File: config.mk
export PLATFORM = sky130hd
export DESIGN_NAME = pipe_stage_elastic
export DESIGN_NICKNAME = d
export VERILOG_FILES = /design/src/rtl/pipe_stage_elastic_pkg.sv /design/src/rtl/pipe_stage_elastic_slot.sv /design/src/rtl/pipe_stage_elastic.sv
export SDC_FILE = /design/constraint.sdc
export NUM_CORES = 1
export LEC_CHECK = 0
export BUFFER_PORTS_ARGS = -buffer_cell sky130_fd_sc_hd__buf_2
export CAP_MARGIN = 5
export CORE_ASPECT_RATIO = 1.75
export CORE_MARGIN = 10
export CORE_UTILIZATION = 54
export DETAILED_ROUTE_END_ITERATION = 6
export PLACE_DENSITY = 0.79
export SLEW_MARGIN = 20
export SYNTH_ARGS = -nofsm -noshare
export SYNTH_HDL_FRONTEND = slang
export SYNTH_SLANG_ARGS = --single-unit
File: constraint.sdc
create_clock -name clk -period 2.05 [get_ports clk]
set_input_delay 0.5125 -clock clk [delete_from_list [all_inputs] [get_ports clk]]
set_output_delay 0.5125 -clock clk [all_outputs]
set_load 0.03 [all_outputs]
File: src/rtl/pipe_stage_elastic_pkg.sv
// Shared definitions for the elastic inter-stage register: state encoding
// and default field widths used to size the payload bus at instantiation sites.
package pipe_stage_elastic_pkg;

  typedef enum logic [1:0] {
    PSE_EMPTY = 2'd0,
    PSE_ONE   = 2'd1,
    PSE_FULL  = 2'd2
  } pse_state_e;

  localparam int DATA_BUS_WIDTH  = 32;
  localparam int ADDR_WIDTH      = 32;
  localparam int REG_IDX_WIDTH   = 5;
  localparam int CTRL_WIDTH      = 4;
  localparam int STALL_CNT_WIDTH = 16;

  // Typical EX->MEM bundle: alu result, store data, destination index, control.
  localparam int EX_MEM_WIDTH = DATA_BUS_WIDTH + DATA_BUS_WIDTH + REG_IDX_WIDTH + CTRL_WIDTH;

  // Number of payloads held for a given state.
  function automatic int unsigned pse_occupancy(input pse_state_e s);
    case (s)
      PSE_ONE:  return 1;
      PSE_FULL: return 2;
      default:  return 0;
    endcase
  endfunction

endpackage

File: src/rtl/pipe_stage_elastic_slot.sv
// One payload slot: register with load enable and a synchronous active-low
// clear back to the reset payload.
module pipe_slot
  import pipe_stage_elastic_pkg::*;
#(
  parameter int               WIDTH         = DATA_BUS_WIDTH,
  parameter logic [WIDTH-1:0] RESET_PAYLOAD = '0
) (
  input  logic             clk,
  input  logic             clr_n,
  input  logic             load,
  input  logic [WIDTH-1:0] d,
  output logic [WIDTH-1:0] q
);

  always_ff @(posedge clk) begin
    if (!clr_n) begin
      q <= RESET_PAYLOAD;
    end else if (load) begin
      q <= d;
    end
  end

endmodule

File: src/rtl/pipe_stage_elastic.sv
// Elastic pipeline register: main + skid slot so in_ready comes straight from
// a flop, with flush-with-squash and a saturating back-pressure counter.
module pipe_stage_elastic
  import pipe_stage_elastic_pkg::*;
#(
  parameter int               WIDTH         = DATA_BUS_WIDTH,
  parameter int               CNT_WIDTH     = STALL_CNT_WIDTH,
  parameter logic [WIDTH-1:0] RESET_PAYLOAD = '0
) (
  input  logic                 clk,
  input  logic                 rst,
  input  logic                 flush,
  input  logic                 in_valid,
  input  logic [WIDTH-1:0]     in_data,
  output logic                 in_ready,
  output logic                 out_valid,
  output logic [WIDTH-1:0]     out_data,
  input  logic                 out_ready,
  input  logic                 cnt_clear,
  output logic [CNT_WIDTH-1:0] stall_cnt,
  output logic [1:0]           fsm_state
);

  // Handshake: a beat moves on a side only in a cycle where both valid and
  // ready are high at the rising edge; valid never waits on ready, and the
  // producer holds data stable while valid is high and ready is low.

  pse_state_e       state_q;
  pse_state_e       state_d;
  logic             in_ready_q;
  logic             accept;
  logic             emit;
  logic             slot_clr_n;
  logic             main_load;
  logic             skid_load;
  logic [WIDTH-1:0] main_d;
  logic [WIDTH-1:0] skid_d;
  logic [WIDTH-1:0] main_q;
  logic [WIDTH-1:0] skid_q;

  assign accept     = in_valid & in_ready_q;
  assign emit       = out_valid & out_ready;
  assign slot_clr_n = rst & ~flush;

  always_comb begin
    state_d   = state_q;
    main_load = 1'b0;
    main_d    = in_data;
    skid_load = 1'b0;
    skid_d    = in_data;
    case (state_q)
      PSE_EMPTY: begin
        if (accept) begin
          main_load = 1'b1;
          state_d   = PSE_ONE;
        end
      end
      PSE_ONE: begin
        if (accept && emit) begin
          main_load = 1'b1;
        end else if (accept) begin
          skid_load = 1'b1;
          state_d   = PSE_FULL;
        end else if (emit) begin
          main_load = 1'b1;
          main_d    = RESET_PAYLOAD;
          state_d   = PSE_EMPTY;
        end
      end
      PSE_FULL: begin
        // Skid advances into main; ready is low here so no accept can occur.
        if (emit) begin
          main_load = 1'b1;
          main_d    = skid_q;
          skid_load = 1'b1;
          skid_d    = RESET_PAYLOAD;
          state_d   = PSE_ONE;
        end
      end
      default: begin
        state_d = PSE_EMPTY;
      end
    endcase
    // Flush squashes everything; the slots are cleared through slot_clr_n.
    if (flush) begin
      state_d = PSE_EMPTY;
    end
  end

  always_ff @(posedge clk) begin
    if (!rst) begin
      state_q    <= PSE_EMPTY;
      in_ready_q <= 1'b1;
    end else begin
      state_q    <= state_d;
      in_ready_q <= (state_d != PSE_FULL);
    end
  end

  pipe_slot #(
    .WIDTH         (WIDTH),
    .RESET_PAYLOAD (RESET_PAYLOAD)
  ) u_main_slot (
    .clk   (clk),
    .clr_n (slot_clr_n),
    .load  (main_load),
    .d     (main_d),
    .q     (main_q)
  );

  pipe_slot #(
    .WIDTH         (WIDTH),
    .RESET_PAYLOAD (RESET_PAYLOAD)
  ) u_skid_slot (
    .clk   (clk),
    .clr_n (slot_clr_n),
    .load  (skid_load),
    .d     (skid_d),
    .q     (skid_q)
  );

  always_ff @(posedge clk) begin
    if (!rst) begin
      stall_cnt <= '0;
    end else if (cnt_clear) begin
      stall_cnt <= '0;
    end else if (out_valid && !out_ready && (stall_cnt != {CNT_WIDTH{1'b1}})) begin
      stall_cnt <= stall_cnt + 1'b1;
    end
  end

  assign out_valid = (state_q != PSE_EMPTY);
  assign out_data  = main_q;
  assign in_ready  = in_ready_q;
  assign fsm_state = state_q;

endmodule

=== After elaboration in Yosys (flattened, before gate mapping) ===
Index checks and enable logic that the tools add are counted.

* Logic and storage cells: 42
* ROM bits: 0
* Bits in writable memories: 0
* Memories kept: 0
* Bits in latches: 0
* Input port bits: 38
* Output and inout port bits: 52
* Flip-flop bits (word level): 83

* Reduce and logical (&&, ||, !) cells: 7
* Bitwise logic cells: 5
* Equality and inequality tests: 4
* Multiply operators: 0
* Div/mod/pow operators: 0
* Shift operators: 0
* $add $sub $neg: 1
* Order comparisons: 0
* Multiplexer cells: 20

{| class="wikitable"
|+ Operator list
! cell !! number
|-
| $mux 32 || 5
|-
| $pmux 32 s2 || 1
|-
| $add 16x1->16 const B || 1
|-
| $ne 16x16->1 const B || 1
|-
| $mux 2 || 6
|-
| $pmux 2 s3 || 1
|-
| $mux 1 || 5
|-
| $and 1x1->1 || 3
|-
| $logic_and 1x1->1 || 3
|-
| $pmux 1 s3 || 1
|-
| $eq 2x1->1 const B || 1
|-
| $eq 2x2->1 const B || 1
|-
| $logic_not 2->1 || 1
|-
| $ne 2x2->1 const B || 1
|-
| $not 1->1 || 2
|-
| $pmux 1 s2 || 1
|-
| $reduce_bool 2->1 || 1
|-
| $reduce_or 2->1 || 1
|-
| $logic_not 1->1 || 1
|}

=== Logic depth before layout (Yosys ltp) ===
* Depth after elaboration: 8
* Depth in mapped cells: 9
* Gate-level depth less buffers: 6

=== Modules after synthesis ===
Synthesis repeated with hierarchy kept, for this count alone.

* Cells, all modules: 416
* Area total of the unflattened synthesis: 4,139.0 um2

{| class="wikitable"
|+ By module, submodules not included
! module !! seq. area each (um2) !! cells an instance !! instances !! area an instance (um2)
|-
| pipe_slot || 640.6 || 103 || 2 || 1,243.7
|-
| pipe_stage_elastic || 380.4 || 210 || 1 || 1,651.6
|}

=== Least setup slack after synthesis ===
Ideal clock, no wire load.

* Kind: reg2reg
* Start point: reg state_q[0] (netlist: fsm_state[0])
* End point: reg u_skid_slot.q[19]
* Setup slack: -0.070 ns
* Arrival time: 2.055 ns
* Data required time: 1.985 ns
* Clock period less this slack: 2.120 ns
* Path buffers: 2
* Library setup time: 0.065 ns
* Stages on the path, launching flop included: 9
* Cells stage by stage: dfxtp_1 -> inv_1 -> ha_1 -> inv_1 -> or3_1 -> clkbuf_1 -> buf_6 -> mux2_4 -> nor2_1

* Word-level cells in the longest chain between the ends: 5
* Elaborated cells between the ends (all ways): 10
* Classes of those cells: 2 x eq/ne; 5 x mux; 1 x bitwise; 2 x reduce/logical

{| class="wikitable"
|+ RTL lines
! item !! line !! RTL
|-
| start, declared || pipe_stage_elastic.sv:28 || <nowiki>pse_state_e state_q;</nowiki>
|-
| start signal, assigned || pipe_stage_elastic.sv:95 || <nowiki>state_q <= state_d;</nowiki>
|-
| $reduce_bool 2->1 || pipe_stage_elastic.sv:132 || <nowiki>assign out_valid = (state_q != PSE_EMPTY);</nowiki>
|-
| $and 1x1->1 || pipe_stage_elastic.sv:42 || <nowiki>assign emit = out_valid & out_ready;</nowiki>
|-
| $logic_and 1x1->1 || pipe_stage_elastic.sv:59 || <nowiki>if (accept && emit) begin</nowiki>
|-
| $mux 1 || pipe_stage_elastic.sv:59 ||
|-
| $pmux 1 s2 || pipe_stage_elastic.sv:51 || <nowiki>case (state_q)</nowiki>
|-
| end signal, assigned || pipe_stage_elastic_slot.sv:18 || <nowiki>q <= RESET_PAYLOAD;</nowiki>
|-
| end signal, assigned || pipe_stage_elastic_slot.sv:20 || <nowiki>q <= d;</nowiki>
|-
| end, declared || pipe_stage_elastic_slot.sv:13 || <nowiki>output logic [WIDTH-1:0] q</nowiki>
|}

Parallel ways exist; a longest one is shown, timed or not.
A chain may end at the register's enable or synchronous reset.

=== Worst setup path after layout ===
* Start point: reg state_q[0] (netlist: fsm_state[0])
* End point: reg stall_cnt[14]

* Word-level cells in the longest chain between the ends: 3

{| class="wikitable"
|+ RTL lines
! item !! line !! RTL
|-
| $reduce_bool 2->1 || pipe_stage_elastic.sv:132 ||
|-
| $logic_and 1x1->1 (2 in series) || pipe_stage_elastic.sv:127 || <nowiki>end else if (out_valid && !out_ready && (stall_cnt != {CNT_WIDTH{1'b1}})) begin</nowiki>
|-
| end signal, assigned || pipe_stage_elastic.sv:128 || <nowiki>stall_cnt <= stall_cnt + 1'b1;</nowiki>
|-
| end, declared || pipe_stage_elastic.sv:20 || <nowiki>output logic [CNT_WIDTH-1:0] stall_cnt,</nowiki>
|}

Every way passes these cells.

==> flow_summary_export.csv <==
group,metric,value,unit
status,status,"completed",
power,finalPower,0.00348,W
cells_and_area,nNetsFinal,610,
clock_network,cts_hold_buffers,0,
routing,drc,0,
logic_synthesis,synth.avg_cell_area,8.53,um2
cells_and_area,fillCellCount,596,
placement,dp.cells,639,
placement,dp_hpwl,7420,um
critical_path,cp.required,2.25,ns
clock_network,clk_pin_slew,0.06,ns
critical_path,worst_r2r_endpoint,"stall_cnt[14]",
placement,numPortBuffers,89,
logic_synthesis,syn-num-nets,521,
sta,fin_hold_ws,0.473,ns
critical_path,crit_type,"flip-flop to flip-flop",
routing,dr_total_vias,3828,
global_routing,antenna_found_initial,0,
clock_network,htreeDepth,3,
critical_path,worstPathArrival,2.16,ns
critical_path,rr_worst_depth,7,
sta,rsz0062_at_grt,"no",
floorplanning,die_width,85.7,um
worst_hold_path,holdPathStages,2,
routing,wl_per_cell,16.0,um
cells_and_area,final_cell_mix,"buf_2 (89), dfxtp_1 (81), a21oi_1 (47)",
logic_synthesis,synth-seq-area-share,40.7,%
global_routing,grt_pass1_vias,3713,
floorplanning,core_area,7280,um2
logic_synthesis,syn-cell-area,4080,um2
power,leakage,2.17,nW
clock_network,cts.sink_count,83,
global_routing,grt_overflow,0,
cells_and_area,post-route-util,68.8,%
power,ir_worst_vdd,0.504,mV
sta,setup_viol_count_final,0,
routing,viasPerCell,5.82,
critical_path,crit_family,"simple AND/OR/NAND/NOR gates",
clock_network,cts_root_buf,"clkbuf_16",
routing,initialDrtViolationCount,203,
critical_path,critPathLaunch,"fsm_state[0]",
critical_path,end_kind,"flip-flop",
logic_synthesis,synth-async-reset-ratio,0,%
routing,drt_wl_total,10500,um
sta,finalCriticalPeriod,1.96,ns
global_routing,grt_max_degree,50,
run,drv_cap,0,
worst_hold_path,hp-start,"u_skid_slot.q[8]",
floorplanning,dieArea,11600,um2
global_routing,grt_first_pass_wirelength,17200,um
cells_and_area,layout-drive-gt1-share,28.0,%
sta,fmax,0.511,GHz
critical_path,rr_startpoint,"fsm_state[0]",
global_routing,grt_usage,17.6,%
critical_path,worstPathCellList,"inv_2 -> ha_4 -> buf_6 -> or3b_4 -> nor4_4 -> and4bb_2 -> nor3_1",
critical_path,critical_path.startpoint_type,"flip-flop",
worst_hold_path,hold_end,"u_skid_slot.q[8]",
logic_synthesis,synth-seq-cells,83,
sta,slew_viol_final,0,
critical_path,ff2ff_setup_slack,0.09,ns
power,p_per_area,694,nW/um2
worst_hold_path,hp-class,"flip-flop to flip-flop",
critical_path,max_stage_delay,0.44,ns
critical_path,critPathMaxFanout,13,
sta,tightest_slew,0.658,ns
logic_synthesis,syn_inst,478,
critical_path,crit_slowest_cell,"or3b_4",
floorplanning,initial_core_util,56.0,%
clock_network,cts_buffers,9,
logic_synthesis,synth_cell_type_count,55,
cells_and_area,area_growth_syn_to_layout,22.8,%
cells_and_area,instances_no_fill,658,
clock_network,cts_buffer_depth,2,
cells_and_area,final_common_cell,"buf_2",
sta,maxSlewHeadroom,56.1,%
logic_synthesis,synth_edf_count,0,
floorplanning,ios,90,
placement,globalplace.congestion,0.808,
floorplanning,fp.dieH,135,um
sta,period_share,95.5,%
clock_network,clk_latency,0.34,ns
routing,dr.pass1.iters,5,
logic_synthesis,synth-main-ff-cell,"dfxtp_1",
critical_path,path_buf_inv,2,
logic_synthesis,yosysWarnings,0,
sta,fin_skew,0.00506,ns
clock_network,cts_tree,"yes",
sta,hold_viol,0,
routing,final_antenna_net_count,0,
floorplanning,rows,41,
cells_and_area,diodes,0,
## state kept, by name (all words and copies together) (netlist names)
signal         count
stall_cnt         16
fsm_state          2
u_main_slot.q     32
in_ready           1
u_skid_slot.q     32
## synth_stat cells (5+ instances only)
cell	n	share of area, %
dfxtp_1	83	41
a21oi_1	48	5.9
nand2_1	41	3.8
inv_1	37	3.4
o21ai_0	36	4.4
nor3_1	26	3.2
nand3_1	24	2.9
nor2_1	21	1.9
clkbuf_1	19	1.7
o2111a_1	18	5.0
or2_0	17	2.6
a22o_1	14	3.0
buf_2	12	1.5
mux2_4	10	3.7
ha_1	5	1.5
or3_1	5	0.77
## cells by family after synthesis
logic type | count (synthesis) | share of synthesized area, %
flip-flops | 83 | 40.7
XOR/XNOR | 1 | 0.215
multiplexers | 16 | 5.25
adder cells (fa/ha/maj) | 6 | 1.78
buffers and inverters | 74 | 7.82
AND/OR/NAND/NOR | 165 | 22.4
AO/OA/AOI/OAI | 133 | 21.8
## routing by layer
layer | up-vias | global-route usage, % | routed length, um
li1 | 1883 | - | -
met3 | 10 | 5.84 | 630
met2 | 92 | 31.0 | 5450
met1 | 1843 | 19.0 | 4350
met4 | 0 | 6.16 | 113
met5 | - | 0 | 0
## tightest hold or removal path, delay by kind of cell (launching register included)
| kind | cells | cell delay [ns] |
|---|---|---|
| and+or+nand+nor | 1 | 0.06 |
| AOI/OAI and AO/OA | 1 | 0.05 |
| DFF | 1 | 0.31 |
## layout make-up
| type | count | area [um2] | area share (%) |
|---|---|---|---|
| Multi-Input combinational cell | 321 | 2150 | 43.0 |
| Sequential cell | 83 | 1660 | 33.2 |
| Timing Repair Buffer | 114 | 679 | 13.6 |
| Clock buffer | 11 | 233 | 4.65 |
| Inverter | 38 | 143 | 2.85 |
| Tap cell | 86 | 108 | 2.15 |
| Clock inverter | 5 | 30.0 | 0.600 |
## worst max-delay path by stage
| stage | endpoint | cells after the start | slack, ns |
|---|---|---|---|
| 3_3_place_gp | u_main_slot.q[22] | 7 | -0.003 |
| 5_1_grt | stall_cnt[14] | 7 | 0.01 |
| 2_1_floorplan | u_skid_slot.q[19] | 8 | 0.08 |
| 3_5_place_dp | u_main_slot.q[17] | 5 | -0.1 |
| 4_1_cts | u_skid_slot.q[27] | 7 | 0.002 |
| 6_report | stall_cnt[14] | 7 | 0.09 |
## power by group
part / switching (W) / leakage, nW / internal, W / total, W
registers: 0.0000161 / 0.673 / 0.00164 / 0.00166
clock network: 0.000628 / 0.125 / 0.000814 / 0.00144
logic: 0.000228 / 1.37 / 0.000147 / 0.000374
## metrics by stage
step                      area (um2)  setup slack, ns  setup TNS [ns]
after floorplan                 4080           0.0820               0
after global placement          4640         -0.00305         -0.0283
after detailed placement        4640          -0.0991           -1.24
after CTS                       4920          0.00223               0
after global routing            5010           0.0130               0
final                           5010           0.0917               0
## timing repair
item / 4_1_cts / 5_1_grt
pin swaps: 0 / 3
gates cloned: 0 / 1
setup endpoints to repair: 16 / 51
buffers inserted: 0 / 2
gates resized for setup: 3 / 7
No activity file was read; power rests on OpenSTA's default activity.
